## config.mk

```make
export PLATFORM = sky130hd
export DESIGN_NAME = alu_b_operand_stage
export DESIGN_NICKNAME = d
export VERILOG_FILES = /design/src/rtl/alu_b_operand_stage.sv
export SDC_FILE = /design/constraint.sdc
export NUM_CORES = 1
export LEC_CHECK = 0
export CAP_MARGIN = 10
export CORE_MARGIN = 2
export CORE_UTILIZATION = 38
export CTS_BUF_LIST = sky130_fd_sc_hd__clkbuf_4 sky130_fd_sc_hd__clkbuf_8
export DETAILED_ROUTE_END_ITERATION = 6
export GPL_TIMING_DRIVEN = 0
export PLACE_DENSITY = 0.84
export SYNTH_ARGS = -nofsm -noshare
export SYNTH_HDL_FRONTEND = slang
export SYNTH_SLANG_ARGS = --single-unit
export TNS_END_PERCENT = 30
```

## constraint.sdc

```tcl
create_clock -name clk -period 3 [get_ports clk]
set_clock_uncertainty 0.2 [all_clocks]
set_input_delay 0.75 -clock clk [delete_from_list [all_inputs] [get_ports clk]]
set_output_delay 0.75 -clock clk [all_outputs]
set_load 0.01 [all_outputs]
```

## src/rtl/alu_b_operand_stage.sv

```systemverilog
// Purpose: ALU operand-B select with rt forwarding (EX/MEM, MEM/WB) between ID and EX; forwarding only when ALU_B_FWD_EN is defined.
// Latency: 1 cycle from accept (in_valid && in_ready) to out_valid; 1 operand/cycle when out_ready stays high.
// Backpressure: in_ready = !out_valid || out_ready; held operand stays stable while out_valid && !out_ready.
module alu_b_operand_stage #(
    parameter int DATA_W  = 32,
    parameter int IMM_W   = 16,
    parameter int SHAMT_W = 5,
    parameter int REG_AW  = 5
) (
    input  logic              clk,
    input  logic              reset,
    input  logic              in_valid,
    output logic              in_ready,
    input  logic [1:0]        alu_src,
    input  logic [REG_AW-1:0] rt_idx,
    input  logic [DATA_W-1:0] read_data2,
    input  logic [IMM_W-1:0]  imm,
    input  logic [SHAMT_W-1:0] shamt,
    input  logic              ex_mem_wr_en,
    input  logic [REG_AW-1:0] ex_mem_rd,
    input  logic [DATA_W-1:0] ex_mem_result,
    input  logic              mem_wb_wr_en,
    input  logic [REG_AW-1:0] mem_wb_rd,
    input  logic [DATA_W-1:0] mem_wb_result,
    input  logic              flush,
    output logic              out_valid,
    input  logic              out_ready,
    output logic [DATA_W-1:0] alu_b,
    output logic [DATA_W-1:0] store_data,
    output logic [1:0]        fwd_sel
);

    typedef enum logic {
        EMPTY = 1'b0,
        FULL  = 1'b1
    } state_t;

    state_t            state;
    logic [DATA_W-1:0] rt_val;
    logic [1:0]        rt_sel;
    logic [DATA_W-1:0] alu_b_nxt;
    logic              accept;

`ifdef ALU_B_FWD_EN
    // Resolve rt: EX/MEM wins over MEM/WB, register 0 is never forwarded
    always_comb begin
        rt_val = read_data2;
        rt_sel = 2'b00;
        if (ex_mem_wr_en && (ex_mem_rd != '0) && (ex_mem_rd == rt_idx)) begin
            rt_val = ex_mem_result;
            rt_sel = 2'b01;
        end else if (mem_wb_wr_en && (mem_wb_rd != '0) && (mem_wb_rd == rt_idx)) begin
            rt_val = mem_wb_result;
            rt_sel = 2'b10;
        end
    end
`else
    // Without forwarding the hazard unit stalls, so rt always comes from the register file
    assign rt_val = read_data2;
    assign rt_sel = 2'b00;

    logic unused_fwd;
    assign unused_fwd = ^{ex_mem_wr_en, ex_mem_rd, ex_mem_result,
                          mem_wb_wr_en, mem_wb_rd, mem_wb_result, rt_idx};
`endif

    // Operand-B source select; immediates and shamt are widened to the datapath
    always_comb begin
        alu_b_nxt = rt_val;
        case (alu_src)
            2'b00:   alu_b_nxt = rt_val;
            2'b01:   alu_b_nxt = {{(DATA_W-IMM_W){imm[IMM_W-1]}}, imm};
            2'b10:   alu_b_nxt = {{(DATA_W-IMM_W){1'b0}}, imm};
            default: alu_b_nxt = {{(DATA_W-SHAMT_W){1'b0}}, shamt};
        endcase
    end

    assign in_ready = !out_valid || out_ready;
    assign accept   = in_valid && in_ready;

    // Output register FSM; flush empties the stage and drops any same-cycle accept without touching data
    always_ff @(posedge clk or posedge reset) begin
        if (reset) begin
            state      <= EMPTY;
            out_valid  <= 1'b0;
            alu_b      <= '0;
            store_data <= '0;
            fwd_sel    <= 2'b00;
        end else begin
            if (accept && !flush) begin
                alu_b      <= alu_b_nxt;
                store_data <= rt_val;
                fwd_sel    <= rt_sel;
            end
            if (flush) begin
                state     <= EMPTY;
                out_valid <= 1'b0;
            end else begin
                case (state)
                    EMPTY: begin
                        if (accept) begin
                            state     <= FULL;
                            out_valid <= 1'b1;
                        end
                    end
                    FULL: begin
                        if (out_ready && !accept) begin
                            state     <= EMPTY;
                            out_valid <= 1'b0;
                        end
                    end
                    default: begin
                        state     <= EMPTY;
                        out_valid <= 1'b0;
                    end
                endcase
            end
        end
    end

endmodule

```

==> results of run 1 <==
where the power goes:
group | internal, mW | switching, mW | total [mW]
sequential | 1.05 | 0.0950 | 1.14
combinational | 0.547 | 0.304 | 0.851
clock | 0.494 | 0.319 | 0.814
state kept, by name (all words and copies together), names as in the netlist:
register,flops
store_data,32
alu_b,32
state,1
out_valid,1
cell usage in the layout (no fill, tap or decap), drive strengths merged:
cell,n
clkdlybuf4s50,123
dfrtp,66
mux2,48
mux2i,40
inv,19
buf,18
a21oi,17
clkbuf,16
o2bb2ai,8
a22o,2
conb,2
nor2,2
nand2b,1
nor3b,1
nor2b,1
xor2,1
a21o,1
and3b,1
o21bai,1
a311oi,1
bufinv,1
worst max-delay path, cell delays in order:
cell,delay (ns)
clkdlybuf4s50_1,0.51
nand2b_4,0.14
clkdlybuf4s50_1,0.53
kinds of logic after synthesis:
kind of cell | share of synthesized area (%)
other cells | 0.116
simple gates | 1.74
buf+inv | 7.67
flops | 51.1
mux | 33.0
compound gates | 6.08
xor+xnor | 0.271
layout make-up:
type | instances | area [µm²] | share of cell area [%]
clock inverter | 1 | 30.0 | 0.620
sequential | 66 | 1650 | 34.1
inverter | 19 | 71.3 | 1.47
tap | 105 | 131 | 2.71
clock buffer | 15 | 194 | 4.01
timing repair buffer | 124 | 1250 | 25.9
buffer | 18 | 176 | 3.65
multi-input combinational | 127 | 1330 | 27.6
final timing paths:
kind / start / end / slack, ns
max: out_ready / in_ready / 0.13
min in group asynchronous: reset / store_data[23] / 0.66
max in group asynchronous: reset / store_data[4] / 1.31
min reg2reg: store_data[7] / store_data[7] / 0.31
min: store_data[7] / store_data[7] / 0.31
max reg2reg: out_valid / alu_b[4] / 1.24
layer usage:
| layer | global-route usage, % | share of wire, % | wire (µm) |
|---|---|---|---|
| met5 | 0 | 0 | 0 |
| met4 | 5.00 | 1.2 | 94 |
| met3 | 4.31 | 6.7 | 530 |
| met2 | 29.3 | 50 | 3920 |
| met1 | 21.8 | 42 | 3340 |
==> impl_metrics.tcl, run 1 <==
set metrics [dict create \
    ys_top_cells_by_area "dfrtp_1 (51%), mux2_4 (15%), mux2i_1 (12%), mux2_2 (5.2%), a21oi_1 (2.6%)" \
    ys_seq_area_share_pct 51.1 \
    setup_ws_ns 0.129 \
    final_core_util_pct 58.9 \
    rows 33 \
    num_vias 2288 \
    async_flop_share_pct 100 \
    root_buffer "clkbuf_8" \
    tightest_slew_ns 0.707 \
    cts_tree "built" \
    cp.required_ns 2.05 \
    powerDensity_mw_per_mm2 580 \
    crit_type "in2out" \
    fillers 678 \
    fin_crit_ns 2.87 \
    numCtsBuffers 9 \
    final_nets 506 \
    drt_iter0_markers 42 \
    max_freq_mhz 348 \
    drive_gt1_share_pct 23.2 \
    gp_congestion 0.697 \
    place_ws_ns 0.127 \
    syn_to_final_growth_pct 49.9 \
    antenna_found_initial 0 \
    cts.htree.levels 3 \
    initial_utilization_pct 39.3 \
    rsz0062_at_grt "no" \
    cts.clk_slew.worst_paths_ns 0.06 \
    die_h_um 96.2 \
    finalSetupViolCount 0 \
    hold_viol 0 \
    cts_buffer_depth 2 \
    ant_nets 0 \
    clkLatencyLatePin_ns 0.33 \
    grt_max_degree 35 \
    die_x_um 96.2 \
    hold_buffers 0 \
    min_path_type "reg2reg" \
    critPathLaunchType "input pin" \
    core_mm2 0.00822 \
    fin_cells 475 \
    syn_inst 229 \
    post-route-drc-count 0 \
    fin_area_mm2 0.00484 \
    grt_pass1_vias 2509 \
    maxSlewHeadroom_pct 52.8 \
    yosys.cell_types.count 24 \
    diodes 0 \
    holdWs_ns 0.305 \
    place_inst 459 \
    finalMaxSlewViolations 0 \
    post_cts_resized 0 \
    first_pass_iters 4 \
    power_mw 2.81 \
    post_drt_wl_per_cell_um 16.6 \
    grtUsageTotal_pct 17.3 \
    io_buffers 123 \
    netlist.area_leader.share_pct 51.1 \
    clock-sinks 66 \
    overflow 0 \
    synth_top_area_cell "dfrtp_1" \
    status "complete, no violations" \
    cellLeakagePower_nw 2.15 \
    holdPathStages 1 \
    critPathMaxFanout 3 \
    irDropWorstVdd_uv 323 \
    ys_ff_latch 66 \
    avgSynthCellArea_um2 14.1 \
    reg2reg_depth 5 \
    placed_area_mm2 0.00462 \
    die_area_mm2 0.00925 \
    synth_edf_count 0 \
    num_io_pins 209 \
    via_per_inst 4.82 \
    dp_hpwl_um 5830 \
    totalWireLength_um 7890 \
    yosys-top-cells-count "dfrtp_1 (66), mux2i_1 (40), mux2_4 (33)" \
    synth_most_common_cell "dfrtp_1" \
    yosys_most_used_dff "dfrtp_1" \
    synth_area_mm2 0.00323 \
    tns_ns 0 \
    worstSetupEndpointType "output pin" \
    postCtsSetupRepairBufs 0 \
    drv_cap 0 \
    arrival_ns 1.92 \
    period_share_pct 95.7 \
    grt_pass1_wl_um 12100 \
    yosysWarningCount 0 \
]
Power figures use the tool's default switching activity.
==> run 2, diff against run 1 <==
--- a/config.mk
+++ b/config.mk
@@ -5,13 +5,13 @@
 export SDC_FILE = /design/constraint.sdc
 export NUM_CORES = 1
 export LEC_CHECK = 0
-export CAP_MARGIN = 10
+export CAP_MARGIN = 30
 export CORE_MARGIN = 2
 export CORE_UTILIZATION = 38
 export CTS_BUF_LIST = sky130_fd_sc_hd__clkbuf_4 sky130_fd_sc_hd__clkbuf_8
 export DETAILED_ROUTE_END_ITERATION = 6
 export GPL_TIMING_DRIVEN = 0
-export PLACE_DENSITY = 0.84
+export PLACE_DENSITY = 0.94
 export SYNTH_ARGS = -nofsm -noshare
 export SYNTH_HDL_FRONTEND = slang
 export SYNTH_SLANG_ARGS = --single-unit
==> run 2 against run 1 <==
Effect of this change: utilization shrank 0.40 points; clock power shrank 10%; worst setup slack gained 0.0091 ns; largest power group unchanged; critical endpoint unchanged; count of clock-buffer cells in the layout down 4; via count rose by 1.6%; sequential power about the same; final cell count is 0.42% lower; wire length grew 4.9%; maximum frequency grew 0.32%.
==> impl_metrics.tcl, run 2 (synthesis gave the netlist of run 1 again) <==
set metrics [dict create \
    status "complete, no violations" \
    hold_viol 0 \
    grtUsageTotal_pct 17.6 \
    ant_nets 0 \
    clock-sinks 66 \
    num_vias 2325 \
    fin_crit_ns 2.86 \
    fillers 674 \
    syn_to_final_growth_pct 48.9 \
    rsz0062_at_grt "no" \
    cts.htree.levels 3 \
    dp_hpwl_um 6110 \
    cts_tree "built" \
    worstSetupEndpointType "output pin" \
    critPathMaxFanout 3 \
    powerDensity_mw_per_mm2 569 \
    initial_utilization_pct 39.3 \
    diodes 0 \
    irDropWorstVdd_uv 271 \
    drive_gt1_share_pct 22.8 \
    numCtsBuffers 9 \
    totalWireLength_um 8280 \
    hold_buffers 0 \
    maxSlewHeadroom_pct 55.5 \
    max_freq_mhz 349 \
    post_cts_resized 0 \
    post_drt_wl_per_cell_um 17.5 \
    grt_pass1_vias 2366 \
    reg.largest.list "alu_b: 32 flops, store_data: 32 flops" \
    finalMaxSlewViolations 0 \
    root_buffer "clkbuf_8" \
    setup_ws_ns 0.138 \
    overflow 0 \
    cp.required_ns 2.05 \
    min_path_type "reg2reg" \
    first_pass_iters 4 \
    cellLeakagePower_nw 2.14 \
    cts_buffer_depth 2 \
    antenna_found_initial 0 \
    drv_cap 0 \
    rows 33 \
    multiInputGateArea_mm2 0.00133 \
    period_share_pct 95.4 \
    grt_pass1_wl_um 12000 \
    die_x_um 96.2 \
    tns_ns 0 \
    seqCellArea_mm2 0.00165 \
    critPathLaunchType "input pin" \
    post-route-drc-count 0 \
    grt_max_degree 38 \
    final_cell_mix "clkdlybuf4s50_1 (123), dfrtp_1 (66), mux2i_1 (40)" \
    tightest_slew_ns 0.666 \
    finalSetupViolCount 0 \
    die_area_mm2 0.00925 \
    arrival_ns 1.91 \
    via_per_inst 4.92 \
    crit_type "in2out" \
    clkLatencyLatePin_ns 0.33 \
    num_io_pins 209 \
    die_h_um 96.2 \
    cts.clk_slew.worst_paths_ns 0.06 \
    place_ws_ns 0.141 \
    io_buffers 123 \
    drt_iter0_markers 74 \
    final_nets 506 \
    gp_congestion 0.744 \
    postCtsSetupRepairBufs 0 \
    final_common_cell "clkdlybuf4s50_1" \
    core_mm2 0.00822 \
]
-- run 2: per-stage QoR --
stage               hold slack [ns]  util, %  std cells  total power [mW]  area, µm²
global placement              0.282     55.9        458              1.98       4600
floorplan                     0.262        -        230              1.53       3230
finish                        0.308     58.5        473              2.73       4810
global route                  0.322     58.5        473              2.88       4810
detailed placement            0.292     56.2        459              2.02       4620
CTS                           0.310     58.5        473              2.77       4810
-- run 2: path summary, 6_finish.rpt --
check,start,end,slack (ns),cells past startpoint
max in group asynchronous,reset,alu_b[7],1.33,3
hold / removal,alu_b[2],alu_b[2],0.31,1
setup / recovery,out_ready,in_ready,0.14,3
setup reg to reg,out_valid,alu_b[7],1.25,5
min in group asynchronous,reset,store_data[26],0.63,2
hold reg to reg,alu_b[2],alu_b[2],0.31,1
-- run 2: where the power goes --
part | switching [mW] | total [mW] | internal (mW) | leakage, nW
combinational | 0.309 | 0.857 | 0.547 | 1.23
sequential | 0.0971 | 1.15 | 1.05 | 0.803
clock | 0.314 | 0.731 | 0.417 | 0.101
-- run 2: metal layers --
metal	track usage [%]	wire, µm
met5	0	0
met4	4.88	108
met3	6.89	663
met2	29.4	4130
met1	21.0	3370
-- run 2: cell type report --
cell class / count / area share (%)
Buffer: 18 / 3.67
Timing Repair Buffer: 124 / 26.0
Sequential cell: 66 / 34.4
Multi-Input combinational cell: 127 / 27.7
Clock buffer: 11 / 3.15
Clock inverter: 3 / 0.833
Tap cell: 105 / 2.73
Inverter: 19 / 1.48
-- run 2: critical path: stages --
cell             delay [ns]
clkdlybuf4s50_1        0.50
nand2b_4               0.13
clkdlybuf4s50_1        0.53
